--- src/rtl/sw_debounce.sv ---
// ---------------------------------------------------------------------------
// sw_debounce
//   Conditions raw board switches/buttons before they reach the LED
//   controller. Each channel passes through a 2-flop synchronizer, then a
//   debounce counter that advances only on prescaler ticks. A changed input
//   is accepted once it has held for STABLE_TICKS consecutive ticks. One-clock
//   rise/fall pulses mark each accepted change.
//
//   Everything runs on the undivided system clock. The prescaler produces a
//   clock enable (tick), so no derived clock is needed.
//
// Parameters
//   N             number of switch channels
//   PRESCALE      clk cycles per debounce tick (>=1)
//   STABLE_TICKS  consecutive ticks a changed input must hold (>=1)
//
// Ports
//   clk      system clock, rising edge
//   rst      synchronous reset, active-high
//   sw_raw   asynchronous switch/button pins
//   sw_db    debounced level
//   sw_rise  one-clk pulse when sw_db[i] goes 0->1
//   sw_fall  one-clk pulse when sw_db[i] goes 1->0
//   tick     prescaler enable, high for one clk every PRESCALE clks
// ---------------------------------------------------------------------------
module sw_debounce #(
  parameter int N            = 2,
  parameter int PRESCALE     = 100000,
  parameter int STABLE_TICKS = 10
) (
  input  logic         clk,
  input  logic         rst,
  input  logic [N-1:0] sw_raw,
  output logic [N-1:0] sw_db,
  output logic [N-1:0] sw_rise,
  output logic [N-1:0] sw_fall,
  output logic         tick
);

  // The prescaler count needs at least one bit, even when PRESCALE==1.
  localparam int PW = (PRESCALE > 1) ? $clog2(PRESCALE) : 1;
  localparam int DW = $clog2(STABLE_TICKS + 1);

  localparam logic [PW-1:0] PCNT_LAST = PW'(PRESCALE - 1);
  localparam logic [DW-1:0] DCNT_LAST = DW'(STABLE_TICKS - 1);

  logic [PW-1:0] pcnt;
  logic [N-1:0]  s1;
  logic [N-1:0]  s2;
  logic [DW-1:0] dcnt [N];

  // Prescaler. tick is registered, so it goes high in the cycle after pcnt
  // reaches its last value. The first tick comes PRESCALE clks after reset.
  always_ff @(posedge clk) begin
    if (rst) begin
      pcnt <= '0;
      tick <= 1'b0;
    end else begin
      tick <= (pcnt == PCNT_LAST);
      if (pcnt == PCNT_LAST) begin
        pcnt <= '0;
      end else begin
        pcnt <= pcnt + PW'(1);
      end
    end
  end

  // Two-flop synchronizer. Only s2 is used downstream.
  always_ff @(posedge clk) begin
    if (rst) begin
      s1 <= '0;
      s2 <= '0;
    end else begin
      s1 <= sw_raw;
      s2 <= s1;
    end
  end

  // Per-channel debounce. The counter clears on every clk in which the
  // synchronized input agrees with the accepted level. Any glitch back to
  // the old level therefore discards all progress. The counter advances only
  // on ticks while the input disagrees. dcnt stops at STABLE_TICKS-1, so it
  // can never wrap.
  always_ff @(posedge clk) begin
    if (rst) begin
      sw_db   <= '0;
      sw_rise <= '0;
      sw_fall <= '0;
      for (int i = 0; i < N; i++) begin
        dcnt[i] <= '0;
      end
    end else begin
      sw_rise <= '0;
      sw_fall <= '0;
      for (int i = 0; i < N; i++) begin
        if (s2[i] == sw_db[i]) begin
          dcnt[i] <= '0;
        end else if (tick) begin
          if (dcnt[i] == DCNT_LAST) begin
            // The pulses are registered together with the new level, so
            // they appear in the same clk in which sw_db shows the new value.
            sw_db[i]   <= ~sw_db[i];
            sw_rise[i] <= ~sw_db[i];
            sw_fall[i] <= sw_db[i];
            dcnt[i]    <= '0;
          end else begin
            dcnt[i] <= dcnt[i] + DW'(1);
          end
        end
      end
    end
  end

endmodule

--- config.mk ---
export PLATFORM = sky130hd
export DESIGN_NAME = sw_debounce
export DESIGN_NICKNAME = d
export VERILOG_FILES = /design/src/rtl/sw_debounce.sv
export SDC_FILE = /design/constraint.sdc
export NUM_CORES = 1
export LEC_CHECK = 0
export BUFFER_PORTS_ARGS = -buffer_cell sky130_fd_sc_hd__buf_2
export CAP_MARGIN = 0
export CORE_ASPECT_RATIO = 1.2
export CORE_MARGIN = 2
export CORE_UTILIZATION = 40
export CTS_BUF_LIST = sky130_fd_sc_hd__clkbuf_16
export CTS_CLUSTER_SIZE = 14
export DETAILED_ROUTE_END_ITERATION = 16
export GPL_TIMING_DRIVEN = 1
export SLEW_MARGIN = 20
export SYNTH_ARGS = -nofsm -noshare
export SYNTH_HDL_FRONTEND = slang
export SYNTH_SLANG_ARGS = --single-unit
--- constraint.sdc ---
create_clock -name clk -period 1.8 [get_ports clk]
set_input_delay 0.18 -clock clk [delete_from_list [all_inputs] [get_ports clk]]
set_output_delay 0.18 -clock clk [all_outputs]
set_load 0.005 [all_outputs]
==> results of run 1 <==
where the power goes:
part	total, µW	internal, µW	switching, µW	leakage, µW
clock	800	501	299	0.0000710
combinational	34.7	14.8	19.9	0.000274
sequential	851	839	12.8	0.000323
Yosys cell counts:
master and n:
or2_2 2, and4_1 1, or2_1 1, o41ai_1 1, clkbuf_1 1, nand3_1 10, or3_1 1, xor2_1 9
buf_4 3, dfxtp_1 28, nand2_1 12, nor3b_1 4, nor2_1 24, nor2b_1 5, nand4b_1 1, nor2_2 2
xnor2_1 10, nor4_1 3, nand2b_2 1, nand2_2 1, inv_1 4, ha_1 5, nand3_2 1, and3b_1 2
nor4bb_1 2, nor3_1 3, nand4_1 8, a21oi_2 1, and3_1 2, a21oi_1 3, nor4b_1 1, o21ai_0 1
edfxtp_1 8
final timing paths:
| check | start | end | slack (ns) |
|---|---|---|---|
| min | sw_raw[0] | s1[0]$_SDFF_PP0_ | 0.12 |
| min reg2reg | s1[1]$_SDFF_PP0_ | s2[1]$_SDFF_PP0_ | 0.43 |
| max reg2reg | pcnt[0]$_SDFF_PP0_ | pcnt[9]$_SDFF_PP0_ | 0.19 |
| max | pcnt[0]$_SDFF_PP0_ | pcnt[9]$_SDFF_PP0_ | 0.19 |
cells by family (layout without fill, tap and decap cells):
logic type,count (synthesis),after routing,share of synthesized area
and+or+nand+nor,87,87,0.297
DFF,36,36,0.508
xor gates and xnor gates,19,19,0.105
buffers and inverters,8,24,0.0262
AOI/OAI and AO/OA,6,6,0.0238
adders and majority gates,5,5,0.0397
metrics by stage:
| step | power (µW) | std cells | hold slack [ns] | worst slack (ns) | utilization |
|---|---|---|---|---|---|
| 2_1_floorplan | 894 | 161 | 0.308 | 0.329 | - |
| 3_3_place_gp | 902 | 223 | 0.386 | 0.225 | 0.438 |
| 3_5_place_dp | 904 | 223 | 0.405 | 0.173 | 0.438 |
| 4_1_cts | 1720 | 231 | 0.111 | 0.163 | 0.474 |
| 5_1_grt | 1770 | 231 | 0.117 | 0.0360 | 0.474 |
| 6_report | 1690 | 231 | 0.117 | 0.186 | 0.474 |
flip-flops by register name, summed over array words and instances, names as in the netlist:
signal,flops
pcnt,17
dcnt,8
s1,2
s2,2
sw_db,2
sw_fall,2
sw_rise,2
tick,1
final cells by class:
class | instances | area [µm²] | share of cell area
sequential | 36 | 801 | 0.439
multi-input combinational | 117 | 736 | 0.404
clock buffer | 5 | 125 | 0.0686
tap | 54 | 67.6 | 0.0371
timing repair buffer | 12 | 65.1 | 0.0357
inverter | 4 | 15.0 | 0.00824
clock inverter | 3 | 13.8 | 0.00755
routing by layer:
metal	GRT usage	vias up	wire length [µm]
li1	-	584	-
met1	0.147	516	1040
met2	0.240	24	1370
met3	0.0532	12	108
met4	0.0969	0	107
met5	0	-	0
critical path, delay by kind of cell (launching register included):
family	cells	cell delay, ns
fa+ha+maj	1	0.23
simple gates	4	0.88
flops	1	0.38
==> flow_summary_export.csv, run 1 <==
group,metric,value,unit
status,status,"finished clean",
setup_path,cpPeakStageDelay,0.38,ns
cts,clk_latency,0.28,ns
floorplan,io_pins,11,
detailed_routing,drc,0,
place,place_congestion,0.813,
detailed_routing,drt-total-wl,2620,µm
final_layout,final_common_cell,"dfxtp_1",
logic_synthesis,ys_ff_latch,36,
power_and_ir_drop,power_density,925,nW/µm²
timing,finalHoldViolations,0,
timing,final-max-slew-violation-count,0,
logic_synthesis,postSynthAreaPerCell,9.80,µm²
timing,final.period_utilization,0.897,
worst_hold_path,holdCritPathClass,"input pin to flop",
cts,cts_made_buffers,5,
global_route,grt_pass1_vias,1119,
global_route,grt_antenna_before_repair,0,
logic_synthesis,yosysUniqueCellTypes,33,
timing,fmax,620,MHz
timing,fin_skew,0.00200,ns
detailed_routing,ant_nets,0,
timing,period_needed,1.61,ns
floorplan,die_h,72.8,µm
setup_path,critPathLaunchType,"flop",
detailed_routing,drt-wirelength-per-cell,11.3,µm
cts,cts-htree-levels,2,
floorplan,rows,25,
final_layout,fill_cells,362,
cts,cts_num_sinks,36,
floorplan,start_util,0.410,
power_and_ir_drop,leakagePower,0.000668,µW
setup_path,slowest_stage,"dfxtp_1",
floorplan,dieArea,4460,µm²
setup_path,cp_data_arrival_time,1.77,ns
cts,clockBufferDepth,2,
floorplan,coreArea,3850,µm²
logic_synthesis,yosys-top-cells-area,"dfxtp_1, edfxtp_1, nor2_1",
cts,cts_tree,"done",
final_layout,drive_gt1_frac,0.153,
logic_synthesis,syn_nets,170,
logic_synthesis,synth_area_leader_cell,"dfxtp_1",
global_route,grt_pass1_wl,4660,µm
setup_path,reg2reg_depth,5,
detailed_routing,vias,1136,
cts,path_clk_slew,0.05,ns
setup_path,end_kind,"flop",
place,io_buffers,10,
setup_path,crit_chain,"ha_1 > and4_1 > nand4_1 > nand2b_2 > nor2_1",
cts,post_cts_buffers,0,
floorplan,chipWidth,61.3,µm
timing,relSlewSlack,0.769,
setup_path,required,1.95,ns
final_layout,fin_area,1820,µm²
detailed_routing,first_pass_iters,4,
timing,finalSetupViolCount,0,
cts,ctsResizeCount,0,
logic_synthesis,yosysSeqAreaShare,0.508,
detailed_routing,drt-initial-drc-count,38,
worst_hold_path,hold_depth,2,
power_and_ir_drop,ir_drop,469,µV
timing,grt_setup_unrepaired,"no",
timing,worstMarginPinSlew,0.342,ns
job,drv_cap,0,
logic_synthesis,synthCells,161,
logic_synthesis,yosysWarnings,0,
cts,cts_hold_buf,0,
final_layout,diodes,0,
cts,cts_root_buf,"clkbuf_16",
place,postPlaceCellArea,1680,µm²
global_route,track_usage,0.145,
final_layout,mostFrequentLayoutCells,"dfxtp_1, nor2_1, nand2_1",
place,hpwl,1930,µm
setup_path,crit_type,"flop to flop",
logic_synthesis,synth_top_area_share,0.355,
final_layout,areaGrowthSynthToFinish,15.5,%
detailed_routing,via_per_inst,4.92,
global_route,grt_start_max_net_pins,16,
final_layout,nNetsFinal,185,
logic_synthesis,syn_area,1580,µm²
timing,setup-tns-final,0,ns
setup_path,path_max_fanout,15,
global_route,overflow,0,
No activity file was read; power rests on OpenSTA's default activity.
==> run 2: changes to the inputs <==
--- a/config.mk
+++ b/config.mk
@@ -10,7 +10,7 @@
 export CORE_ASPECT_RATIO = 1.2
 export CORE_MARGIN = 2
 export CORE_UTILIZATION = 40
-export CTS_BUF_LIST = sky130_fd_sc_hd__clkbuf_16
+export CTS_BUF_LIST = sky130_fd_sc_hd__clkbuf_2
 export CTS_CLUSTER_SIZE = 14
 export DETAILED_ROUTE_END_ITERATION = 16
 export GPL_TIMING_DRIVEN = 1
==> constraint.sdc (replaced) <==
create_clock -name clk -period 1.8 [get_ports clk]
set_input_delay 0.18 -clock clk [delete_from_list [all_inputs] [get_ports clk]]
set_output_delay 0.18 -clock clk [all_outputs]
set_load 0.01 [all_outputs]
==> run 2 against run 1 <==
  * Sequential share of layout area increased by 2.0 points
  * Core utilization shrank 2.1 points
  * Clock skew increased by 0.0084 ns
  * First-iteration DRC count down 13%
  * Worst setup slack lost 0.023 ns
  * Via count shrank 0.26%
  * Non-clock buffer count increased by 2
  * Combinational power grew 9.5%
  * Largest power group unchanged
==> flow_summary_export.csv, run 2 (synthesis gave the netlist of run 1 again) <==
group,metric,value,unit
setup_path,reg2reg_slack,0.16,ns
global_route,track_usage,0.139,
setup_path,crit_chain,"ha_1 > and4_1 > nand4_1 > nand2b_2 > nor2_1",
power_and_ir_drop,intPower,943,µW
setup_path,crit_type,"flop to flop",
cts,cts-htree-levels,2,
power_and_ir_drop,ir_drop,398,µV
final_layout,final_common_cell,"dfxtp_1",
floorplan,die_h,72.8,µm
detailed_routing,drt-total-wl,2640,µm
timing,period_needed,1.64,ns
worst_hold_path,whs_endpoint,"sw_db[1]$_SDFFE_PP0P_",
setup_path,cp.buffers_inverters,0,
setup_path,reg2reg_to,"pcnt[9]$_SDFF_PP0_",
floorplan,coreArea,3850,µm²
detailed_routing,ant_nets,0,
power_and_ir_drop,switching_share,0.233,
power_and_ir_drop,combPwrFrac,0.031,
power_and_ir_drop,leakagePower,0.000636,µW
setup_path,critPathLaunchType,"flop",
cts,cts_num_sinks,36,
floorplan,io_pins,11,
setup_path,r2r-start,"pcnt[0]$_SDFF_PP0_",
final_layout,largest_register,"pcnt",
final_layout,drive_gt1_frac,0.151,
timing,final.period_utilization,0.909,
final_layout,mostFrequentLayoutCells,"dfxtp_1, nor2_1, nand2_1",
floorplan,rows,25,
final_layout,areaGrowthSynthToFinish,10.5,%
timing,fin_skew,0.0104,ns
floorplan,dieArea,4460,µm²
final_layout,biggestRegsByFlops,"pcnt: 17 flops, dcnt: 8 flops",
place,hpwl,1930,µm
timing,final-max-slew-violation-count,0,
detailed_routing,vias,1133,
detailed_routing,drt-wirelength-per-cell,11.3,µm
worst_hold_path,holdCritPathClass,"input pin to flop",
final_layout,area.sequential,801,µm²
setup_path,path_max_fanout,15,
timing,setup-tns-final,0,ns
final_layout,multi_input_area,736,µm²
setup_path,reg2reg_depth,5,
floorplan,start_util,0.410,
global_route,overflow,0,
final_layout,diodes,0,
global_route,grt_pass1_vias,1122,
worst_hold_path,hold_depth,2,
worst_hold_path,worstHoldStart,"rst",
setup_path,cp_top_family,"simple AND/OR/NAND/NOR gates",
cts,cts_made_buffers,5,
final_layout,fill_cells,379,
timing,relSlewSlack,0.767,
place,place_congestion,0.813,
timing,finalSetupViolCount,0,
job,drv_cap,0,
power_and_ir_drop,p_clk_frac,0.277,
detailed_routing,drt-initial-drc-count,33,
status,status,"finished clean",
final_layout,final_core_util,0.453,
power_and_ir_drop,seq_power_share,0.692,
global_route,grt_start_max_net_pins,16,
final_layout,nNetsFinal,187,
cts,path_clk_slew,0.18,ns
timing,grt_setup_unrepaired,"no",
detailed_routing,first_pass_iters,4,
cts,cts_tree,"done",
cts,clockBufferDepth,2,
final_layout,fin_area,1740,µm²
setup_path,cp_data_arrival_time,1.90,ns
detailed_routing,via_per_inst,4.86,
place,postPlaceCellArea,1680,µm²
setup_path,cpPeakStageDelay,0.42,ns
global_route,grt_antenna_before_repair,0,
timing,fmax,611,MHz
cts,cts_root_buf,"clkbuf_2",
detailed_routing,drc,0,
global_route,grt_pass1_wl,4550,µm
floorplan,chipWidth,61.3,µm
power_and_ir_drop,p_sw,287,µW
timing,finalHoldViolations,0,
final_layout,largest_reg_flops,17,
setup_path,critPathLaunch,"pcnt[0]$_SDFF_PP0_",
timing,worstMarginPinSlew,0.345,ns
setup_path,end_kind,"flop",
cts,clk_latency,0.37,ns
power_and_ir_drop,power_density,705,nW/µm²
setup_path,required,2.06,ns
place,io_buffers,10,
setup_path,slowest_stage,"dfxtp_1",
run 2: through the flow:
step | std cells | power [µW] | worst slack [ns] | hold slack [ns]
CTS | 232 | 1250 | 0.149 | 0.0000833
global route | 233 | 1300 | 0.0208 | 0.0651
floorplan | 161 | 894 | 0.329 | 0.308
detailed placement | 223 | 904 | 0.173 | 0.405
finish | 233 | 1230 | 0.163 | 0.0866
global placement | 223 | 902 | 0.225 | 0.386
run 2: what timing repair did:
action	4_1_cts	5_1_grt
buffers inserted	0	0
endpoints found under the hold margin	1	1
hold buffers	1	1
resized for setup	0	0
run 2: worst max-delay path by stage:
stage	endpoint	slack, ns	cells past startpoint
final	pcnt[9]$_SDFF_PP0_	0.16	5
after CTS	pcnt[9]$_SDFF_PP0_	0.15	5
after floorplan	pcnt[16]$_SDFF_PP0_	0.33	7
after global routing	pcnt[8]$_SDFF_PP0_	0.02	5
after detailed placement	pcnt[9]$_SDFF_PP0_	0.17	5
after global placement	pcnt[8]$_SDFF_PP0_	0.23	5
run 2: area by class of cell:
class,instances,share of cell area
flip-flops and latches,36,0.459
multi-input cells,117,0.422
repair buffers,14,0.0488
well taps,54,0.0388
clock buffers,5,0.0144
inverters,4,0.00861
clock inverters,3,0.00790
run 2: metal layers:
metal / track usage / wire length (µm)
met2: 0.235 / 1390
met4: 0.0804 / 75
met5: 0 / 0
met1: 0.142 / 1080
met3: 0.0532 / 100
run 2: power groups by stage:
stage	clock network [µW]	registers (µW)	logic, µW
2_1_floorplan	0	865	28.9
3_3_place_gp	0	867	34.9
3_5_place_dp	0	868	35.5
4_1_cts	365	851	37.4
5_1_grt	405	854	45.3
6_report	341	851	38.0
